<file path="src/rtl/ddr2_pkg.sv">
// Shared definitions for the DDR2 clock-ready sequencer: state encoding and
// default timing constants in clk_100MHz cycles.
package ddr2_pkg;

  typedef enum logic [2:0] {
    DCM_RST   = 3'd0,
    WAIT_LOCK = 3'd1,
    WAIT_IDLY = 3'd2,
    SETTLE    = 3'd3,
    INIT      = 3'd4,
    RUN       = 3'd5,
    FAULT     = 3'd6
  } state_t;

  localparam int SYNC_STAGES_DEF    = 2;
  localparam int DCM_RST_CYCLES_DEF = 16;
  localparam int LOCK_TIMEOUT_DEF   = 20000;
  localparam int RDY_TIMEOUT_DEF    = 2000;
  localparam int SETTLE_CYCLES_DEF  = 64;
  localparam int INIT_TIMEOUT_DEF   = 1000000;
  localparam int MAX_RETRY_DEF      = 3;
  localparam int CNT_W_DEF          = 20;

endpackage

</file>
<file path="src/rtl/sync_bit.sv">
// Multi-flop synchronizer for a single asynchronous level into clk_100MHz.
module sync_bit #(
  parameter int SYNC_STAGES = 2
) (
  input  logic clk_100MHz,
  input  logic rst_b,
  input  logic d,
  output logic q
);

  logic [SYNC_STAGES-1:0] sync_d;
  logic [SYNC_STAGES-1:0] sync_q;

  always_comb begin
    sync_d = {sync_q[SYNC_STAGES-2:0], d};
  end

  always_ff @(posedge clk_100MHz or negedge rst_b) begin
    if (!rst_b) begin
      sync_q <= '0;
    end else begin
      sync_q <= sync_d;
    end
  end

  assign q = sync_q[SYNC_STAGES-1];

endmodule

</file>
<file path="src/rtl/ddr2_clk_rdy_seq.sv">
// Brings the x2 DCM and IDELAYCTRL up, releases the DDR2 controller and
// handshakes its init; retries bring-up on failure, then latches a fault.
module ddr2_clk_rdy_seq
  import ddr2_pkg::*;
#(
  parameter int SYNC_STAGES    = SYNC_STAGES_DEF,
  parameter int DCM_RST_CYCLES = DCM_RST_CYCLES_DEF,
  parameter int LOCK_TIMEOUT   = LOCK_TIMEOUT_DEF,
  parameter int RDY_TIMEOUT    = RDY_TIMEOUT_DEF,
  parameter int SETTLE_CYCLES  = SETTLE_CYCLES_DEF,
  parameter int INIT_TIMEOUT   = INIT_TIMEOUT_DEF,
  parameter int MAX_RETRY      = MAX_RETRY_DEF,
  parameter int CNT_W          = CNT_W_DEF
) (
  input  logic       clk_100MHz,
  input  logic       rst_b,
  input  logic       dcm_locked,
  input  logic       idelay_rdy,
  input  logic       init_done,
  output logic       dcm_rst,
  output logic       ctrl_rst_b,
  output logic       init_start,
  output logic       sys_ready,
  output logic       fault,
  output logic [1:0] retry_cnt
);

  logic lk;
  logic ir;

  sync_bit #(.SYNC_STAGES(SYNC_STAGES)) u_sync_lk (
    .clk_100MHz (clk_100MHz),
    .rst_b      (rst_b),
    .d          (dcm_locked),
    .q          (lk)
  );

  sync_bit #(.SYNC_STAGES(SYNC_STAGES)) u_sync_ir (
    .clk_100MHz (clk_100MHz),
    .rst_b      (rst_b),
    .d          (idelay_rdy),
    .q          (ir)
  );

  state_t           state_d, state_q;
  logic [CNT_W-1:0] timer_d, timer_q;
  logic [1:0]       retry_cnt_d, retry_cnt_q;
  logic             dcm_rst_d, dcm_rst_q;
  logic             ctrl_rst_b_d, ctrl_rst_b_q;
  logic             init_start_d, init_start_q;
  logic             sys_ready_d, sys_ready_q;
  logic             fault_d, fault_q;
  logic             fail;

  always_comb begin
    state_d     = state_q;
    retry_cnt_d = retry_cnt_q;
    fail        = 1'b0;

    // Branch order encodes priority: lock loss, then ready, then timeout.
    case (state_q)
      DCM_RST: begin
        if (timer_q == CNT_W'(DCM_RST_CYCLES - 1)) state_d = WAIT_LOCK;
      end
      WAIT_LOCK: begin
        if (lk)                                         state_d = WAIT_IDLY;
        else if (timer_q == CNT_W'(LOCK_TIMEOUT - 1))   fail    = 1'b1;
      end
      WAIT_IDLY: begin
        if (!lk)                                        fail    = 1'b1;
        else if (ir)                                    state_d = SETTLE;
        else if (timer_q == CNT_W'(RDY_TIMEOUT - 1))    fail    = 1'b1;
      end
      SETTLE: begin
        if (!lk)                                        fail    = 1'b1;
        else if (!ir)                                   state_d = WAIT_IDLY;
        else if (timer_q == CNT_W'(SETTLE_CYCLES - 1))  state_d = INIT;
      end
      INIT: begin
        if (!lk || !ir)                                 fail    = 1'b1;
        else if (init_done)                             state_d = RUN;
        else if (timer_q == CNT_W'(INIT_TIMEOUT - 1))   fail    = 1'b1;
      end
      RUN: begin
        if (!lk || !ir)                                 fail    = 1'b1;
      end
      FAULT: ;
      default: state_d = DCM_RST;
    endcase

    if (fail) begin
      if (retry_cnt_q == 2'(MAX_RETRY - 1)) begin
        state_d     = FAULT;
        retry_cnt_d = 2'(MAX_RETRY);
      end else begin
        state_d     = DCM_RST;
        retry_cnt_d = retry_cnt_q + 2'd1;
      end
    end

    // RUN and FAULT have no timeout, so the timer is parked there.
    if ((state_d != state_q) || (state_q == RUN) || (state_q == FAULT)) begin
      timer_d = '0;
    end else begin
      timer_d = timer_q + CNT_W'(1);
    end

    // Outputs follow the next state so they change in the same cycle as it.
    dcm_rst_d    = (state_d == DCM_RST) || (state_d == FAULT);
    ctrl_rst_b_d = (state_d == INIT) || (state_d == RUN);
    init_start_d = (state_d == INIT) && (state_q == SETTLE);
    sys_ready_d  = (state_d == RUN);
    fault_d      = (state_d == FAULT);
  end

  always_ff @(posedge clk_100MHz or negedge rst_b) begin
    if (!rst_b) begin
      state_q      <= DCM_RST;
      timer_q      <= '0;
      retry_cnt_q  <= 2'd0;
      dcm_rst_q    <= 1'b1;
      ctrl_rst_b_q <= 1'b0;
      init_start_q <= 1'b0;
      sys_ready_q  <= 1'b0;
      fault_q      <= 1'b0;
    end else begin
      state_q      <= state_d;
      timer_q      <= timer_d;
      retry_cnt_q  <= retry_cnt_d;
      dcm_rst_q    <= dcm_rst_d;
      ctrl_rst_b_q <= ctrl_rst_b_d;
      init_start_q <= init_start_d;
      sys_ready_q  <= sys_ready_d;
      fault_q      <= fault_d;
    end
  end

  assign dcm_rst    = dcm_rst_q;
  assign ctrl_rst_b = ctrl_rst_b_q;
  assign init_start = init_start_q;
  assign sys_ready  = sys_ready_q;
  assign fault      = fault_q;
  assign retry_cnt  = retry_cnt_q;

endmodule

</file>
<file path="config.mk">
export PLATFORM = sky130hd
export DESIGN_NAME = ddr2_clk_rdy_seq
export DESIGN_NICKNAME = d
export VERILOG_FILES = /design/src/rtl/ddr2_pkg.sv /design/src/rtl/sync_bit.sv /design/src/rtl/ddr2_clk_rdy_seq.sv
export SDC_FILE = /design/constraint.sdc
export NUM_CORES = 1
export LEC_CHECK = 0
export ABC_AREA = 1
export CAP_MARGIN = 20
export CORE_MARGIN = 8
export CORE_UTILIZATION = 58
export CTS_CLUSTER_SIZE = 28
export DETAILED_ROUTE_END_ITERATION = 8
export PLACE_DENSITY = 0.78
export SLEW_MARGIN = 20
export SYNTH_ARGS = -nofsm -noshare
export SYNTH_HDL_FRONTEND = slang
export SYNTH_SLANG_ARGS = --single-unit
</file>
<file path="constraint.sdc">
create_clock -name clk_100MHz -period 2.3 [get_ports clk_100MHz]
set_input_delay 0.46 -clock clk_100MHz [delete_from_list [all_inputs] [get_ports clk_100MHz]]
set_output_delay 0.46 -clock clk_100MHz [all_outputs]
set_load 0.005 [all_outputs]
</file>
# Word level (Yosys, flattened, before mapping)
# Cells that the tools add are included.
# classes
addsub	2
eq_ne	16
mux	25
n_reduce_logical	11
# op_table
operator	n
$mux 3	11
$add 20x1->20 const B	1
$eq 20x11->1 const B	1
$eq 20x15->1 const B	1
$eq 20x20->1 const B	1
$eq 20x4->1 const B	1
$eq 20x6->1 const B	1
$mux 20	1
$eq 3x3->1 const B	6
$pmux 3 s6	1
$mux 1	10
$eq 3x2->1 const B	2
$logic_not 3->1	2
$logic_or 1x1->1	5
$pmux 1 s5	1
$eq 3x1->1 const B	1
$ne 3x3->1	1
$add 2x1->2 const B	1
$eq 2x2->1 const B	1
$logic_not 1->1	2
$mux 2	1
$reduce_or 2->1	1
$logic_and 1x1->1	1
# word_totals
regBits	34
out_inout_bits	7
wordCells	64

# Longest topological paths before layout
# Gate-level depths: netlist (run 1).
# logic_depth
depth_word	10
ltp_mapped	16
depth_no_buf	15

# Modules after synthesis
# A second synthesis (run 1) with hierarchy kept.
# hier_totals
hier_cells	254
area_unflattened_um2	2025.7
# modules_own_cells
module	n_inst	cells_each	area_each_um2
ddr2_clk_rdy_seq	1	250	1925.6
sync_bit	2	2	50.0

# Least setup slack after synthesis (run 1)
# No wires, ideal clock.
# synth_path
path_kind	register to register
startpoint	reg timer_q[0]
endpoint	reg timer_q[0]
arrival_ns	1.789
slack_ns	0.442
stages_incl_launch_ff	16
period_less_slack_ns	1.858
path_cell_list	dfrtp_1 > ha_1 > nand3_2 > nor2_4 > nand2_1 > nor2_1 > nor2_2 > nand2_2 > nor2_4 > nand2_2 > nand2_1 > nand3_2 > nor2_2 > nand2_2 > buf_6 > nor2_2
# synth_via
elab_chain_len	10
elab_cells_between_ends	25
# synth_lines
item	line_no	text
from (decl)	ddr2_clk_rdy_seq.sv:46	logic [CNT_W-1:0] timer_d, timer_q;
from (signal assigned)	ddr2_clk_rdy_seq.sv:128	timer_q <= timer_d;
$eq 20x6->1 (tied with other cells)	ddr2_clk_rdy_seq.sv:77	else if (timer_q == CNT_W'(SETTLE_CYCLES - 1)) state_d = INIT;
$mux 3 (tied with other cells)	ddr2_clk_rdy_seq.sv:77	
$mux 3 (tied with other cells)	ddr2_clk_rdy_seq.sv:76	else if (!ir) state_d = WAIT_IDLY;
$mux 3 (tied with other cells)	ddr2_clk_rdy_seq.sv:75	if (!lk) fail = 1'b1;
$pmux 3 s6 or $pmux 1 s5 (tied branches)	ddr2_clk_rdy_seq.sv:61	case (state_q)
$mux 3	ddr2_clk_rdy_seq.sv:91	if (fail) begin
$ne 3x3->1	ddr2_clk_rdy_seq.sv:102	if ((state_d != state_q) || (state_q == RUN) || (state_q == FAULT)) begin
$logic_or 1x1->1 (2 in series)	ddr2_clk_rdy_seq.sv:102	
$mux 20 *	ddr2_clk_rdy_seq.sv:102	
named net timer_d[0]	ddr2_clk_rdy_seq.sv:46	
# The timed path passes the listed nets; every way through them passes the cells marked *.
# A chain may end at the register's enable or synchronous reset.

# Worst setup path after layout (run 1)
# layout_path
startpoint	reg state_q[1]
endpoint	reg timer_q[6]
# layout_via
elab_cells_between_ends	24
# layout_rtl
item	line_no	text
from (decl)	ddr2_clk_rdy_seq.sv:45	state_t state_d, state_q;
from (signal assigned)	ddr2_clk_rdy_seq.sv:127	state_q <= state_d;
$eq 3x3->1	ddr2_clk_rdy_seq.sv:61	
$reduce_or 2->1 (no source line)	n/a	
$pmux 3 s6	ddr2_clk_rdy_seq.sv:61	
$mux 3 *	ddr2_clk_rdy_seq.sv:91	
named net state_d[2]	ddr2_clk_rdy_seq.sv:45	
$ne 3x3->1 *	ddr2_clk_rdy_seq.sv:102	
$logic_or 1x1->1 * (2 in series)	ddr2_clk_rdy_seq.sv:102	
$mux 20 *	ddr2_clk_rdy_seq.sv:102	
named net timer_d[6]	ddr2_clk_rdy_seq.sv:46	
# Marked as above.

==> flow_summary.json, run 1 <==
{
  "synth_warnings": 0,
  "fmax_mhz": 462,
  "crit_arrival_ns": 2.43,
  "yosysTopAreaCell": "dfrtp_1",
  "syn_inst": 243,
  "rows": 21,
  "grt_usage_pct": 15.3,
  "die_x_um": 73.9,
  "hp-start": "u_sync_lk.sync_q[0]$_DFF_PN0_",
  "root_buffer": "clkbuf_4",
  "cts_max_level": 2,
  "crit_end": "timer_q[6]$_DFF_PN0_",
  "setup_tns_ns": 0,
  "num-nets-final": 268,
  "rsz0062_at_grt": "false",
  "ys_ff_latch": 34,
  "yosysMostFrequentCell": "nand2_1",
  "dr.pass1.iters": 4,
  "synth-compound-area-share_pct": 2.06,
  "place.gp.congestion": 0.876,
  "coreArea_um2": 3280,
  "slew_headroom_pct": 72.2,
  "postPlaceCellArea_um2": 2100,
  "synth_mux_area_share_pct": 0,
  "die-area_um2": 5460,
  "fin_area_um2": 2210,
  "synth_flop_cell": "dfrtp_1",
  "antenna_found_initial": 0,
  "netlist.area_leader.share_pct": 42.5,
  "p_leak_nw": 1.04,
  "vias_per_cell": 5.02,
  "numCtsBuffers": 5,
  "cts_setup_buffers": 0,
  "clk_latency_ns": 0.34,
  "cts.path.max_buffers": 2,
  "io_buffers": 11,
  "io_pins": 12,
  "status": "finished clean",
  "grt_overflow": 0,
  "period_share_pct": 94.0,
  "syn_avg_cell_area_um2": 8.00,
  "synthTopCellsByArea": "dfrtp_1 42%, nand2_1 10%, nor2_2 7.4%, nor2_1 6.4%, xor2_1 5.4%",
  "netlist_area_um2": 1940,
  "startpoint_type": "flip-flop",
  "critPathKind": "flip-flop to flip-flop",
  "rrSetupSlack_ns": 0.14,
  "cp_max_fo": 10,
  "post-dp-hpwl_um": 2630,
  "hold_class": "flip-flop to flip-flop",
  "synthDistinctLibCells": 20,
  "grt_pass1_vias": 1468,
  "finalSetupViolCount": 0,
  "startpoint": "state_q[1]$_DFF_PN0_",
  "worstReg2RegEnd": "timer_q[6]$_DFF_PN0_",
  "cp.required_ns": 2.57,
  "ys_async_sr_fraction_pct": 100,
  "worstMarginPinSlew_ns": 0.417,
  "synth_edf_count": 0,
  "drv_slew": 0,
  "grt_max_degree": 35,
  "clkSinkCount": 34,
  "wl_per_cell_um": 11.8,
  "end_kind": "flip-flop",
  "final-hold-violation-count": 0,
  "finalClockSkew_ns": 0.0138,
  "grt_pass1_wl_um": 6310,
  "maxCapViolCount": 0,
  "cts_hold_buf": 0,
  "vias": 1547,
  "drt-total-wl_um": 3640,
  "area_growth_pct": 14.0,
  "n_antenna_cell": 0,
  "drc_errors": 0,
  "synth_xor_area_share_pct": 7.66,
  "min_period_ns": 2.16,
  "p_per_area_nw_per_um2": 908,
  "reg2reg_depth": 14,
  "synth-adder-area-share_pct": 1.29,
  "cts_tree": "done",
  "yosysSeqAreaShare_pct": 43.9,
  "synthTopCellsByCount": "53 x nand2_1, 33 x dfrtp_1, 33 x nor2_1",
  "die_h_um": 73.9,
  "synth_fp_nets": 250,
  "ant_nets": 0,
  "yosys.area_share.simple_pct": 38.2,
  "clk_pin_slew_ns": 0.11,
  "initial_core_util_pct": 59.2,
  "synth_top_family_by_area": "simple AND/OR/NAND/NOR gates",
  "r2r_start": "state_q[1]$_DFF_PN0_",
  "layout-drive-gt1-share_pct": 21.8,
  "vdd_ir_drop_max_uv": 654,
  "drt_iter0_markers": 109
}
cell families (layout without fill, tap and decap cells):
| group | after synthesis | in the layout |
|---|---|---|
| and+or+nand+nor | 152 | 152 |
| DFF | 34 | 34 |
| buffers and inverters | 30 | 49 |
| xor gates and xnor gates | 17 | 17 |
| AOI/OAI and AO/OA | 8 | 8 |
| adders and majority gates | 2 | 2 |
layer usage:
| metal | routed length, µm | global-route usage [%] | part of all wire (%) | vias to the layer above |
|---|---|---|---|---|
| met3 | 192 | 4.91 | 5.3 | 9 |
| li1 | - | - | - | 787 |
| met2 | 1650 | 23.2 | 45 | 34 |
| met4 | 57 | 8.43 | 1.6 | 0 |
| met1 | 1740 | 18.5 | 48 | 717 |
| met5 | 0 | 0 | 0 | - |
registers in the layout (all words and copies together) (netlist names):
register and cells:
ctrl_rst_b 1, u_sync_lk.sync_q 2, u_sync_ir.sync_q 2, init_start 1
sys_ready 1, fault 1, state_q 3, retry_cnt 2
timer_q 20, dcm_rst 1
timing repair:
item / in CTS / in global routing
gates resized for setup: 0 / 5
hold endpoints to repair: 0 / 0
endpoints found under the setup margin: 0 / 20
final cells by class:
type | instances | area (µm²)
clock inverter | 1 | 5.00
timing repair buffer | 14 | 163
inverter | 27 | 101
tap | 46 | 57.6
clock buffer | 7 | 55.1
multi-input combinational | 179 | 981
sequential | 34 | 852
fill | 278 | 1070
worst min-delay path by stage:
stage	to	depth (start not counted)
2_1_floorplan	ctrl_rst_b$_DFF_PN0_	0
3_3_place_gp	u_sync_lk.sync_q[1]$_DFF_PN0_	0
3_5_place_dp	u_sync_ir.sync_q[1]$_DFF_PN0_	0
4_1_cts	u_sync_lk.sync_q[1]$_DFF_PN0_	0
5_1_grt	u_sync_lk.sync_q[1]$_DFF_PN0_	0
6_report	u_sync_lk.sync_q[1]$_DFF_PN0_	0
cells in the final DEF (no fill, tap or decap), drive strengths merged, types with 2 or more instances in the layout:
master,count
clkbuf,8
dfrtp,33
xnor2,5
nand4,6
inv,27
nor2,59
nand3,17
nand2,63
nor3,6
o21ai,5
clkdlybuf4s50,11
xor2,12
ha,2
a21oi,3
buf,2
power breakdown:
group          internal [mW]  switching (mW)  total [mW]  leakage [nW]
Combinational          0.396           0.507       0.903         0.549
Sequential             0.684          0.0815       0.765         0.454
Clock                  0.148           0.195       0.343        0.0353
metrics by stage:
step	total power, mW	hold slack (ns)	worst slack (ns)	instances	utilization, %
after floorplan	1.34	0.164	0.442	243	-
after global placement	1.54	0.332	0.114	299	64.1
after detailed placement	1.55	0.340	0.0608	299	64.1
after CTS	1.90	0.352	0.134	307	65.9
after global routing	2.14	0.375	0.0402	308	67.4
final	2.01	0.345	0.137	308	67.4
critical path, stage by stage (launching register included):
cell       delay [ns]
dfrtp_1          0.49
nor2_1           0.26
nand2_1          0.08
nor2_1           0.10
nand2_1          0.06
nor2_1           0.12
nor2_2           0.07
nand4_1          0.18
nand2_2          0.11
nand2_1          0.08
nand2_1          0.08
nor2_2           0.09
nand2_2          0.09
clkbuf_16        0.19
nor2_2           0.08
No activity file was read; power rests on OpenSTA's default activity.
==> run 2: changes to the inputs <==
==> constraint.sdc (replaced) <==
create_clock -name clk_100MHz -period 2.3 [get_ports clk_100MHz]
set_input_delay 0.46 -clock clk_100MHz [delete_from_list [all_inputs] [get_ports clk_100MHz]]
set_output_delay 0.46 -clock clk_100MHz [all_outputs]
set_load 0.01 [all_outputs]
==> results of run 2 <==
Same layout as run 1 (identical final DEF). Status: finished clean.
Main changes from that run: total power 2.01 mW -> 2.03 mW
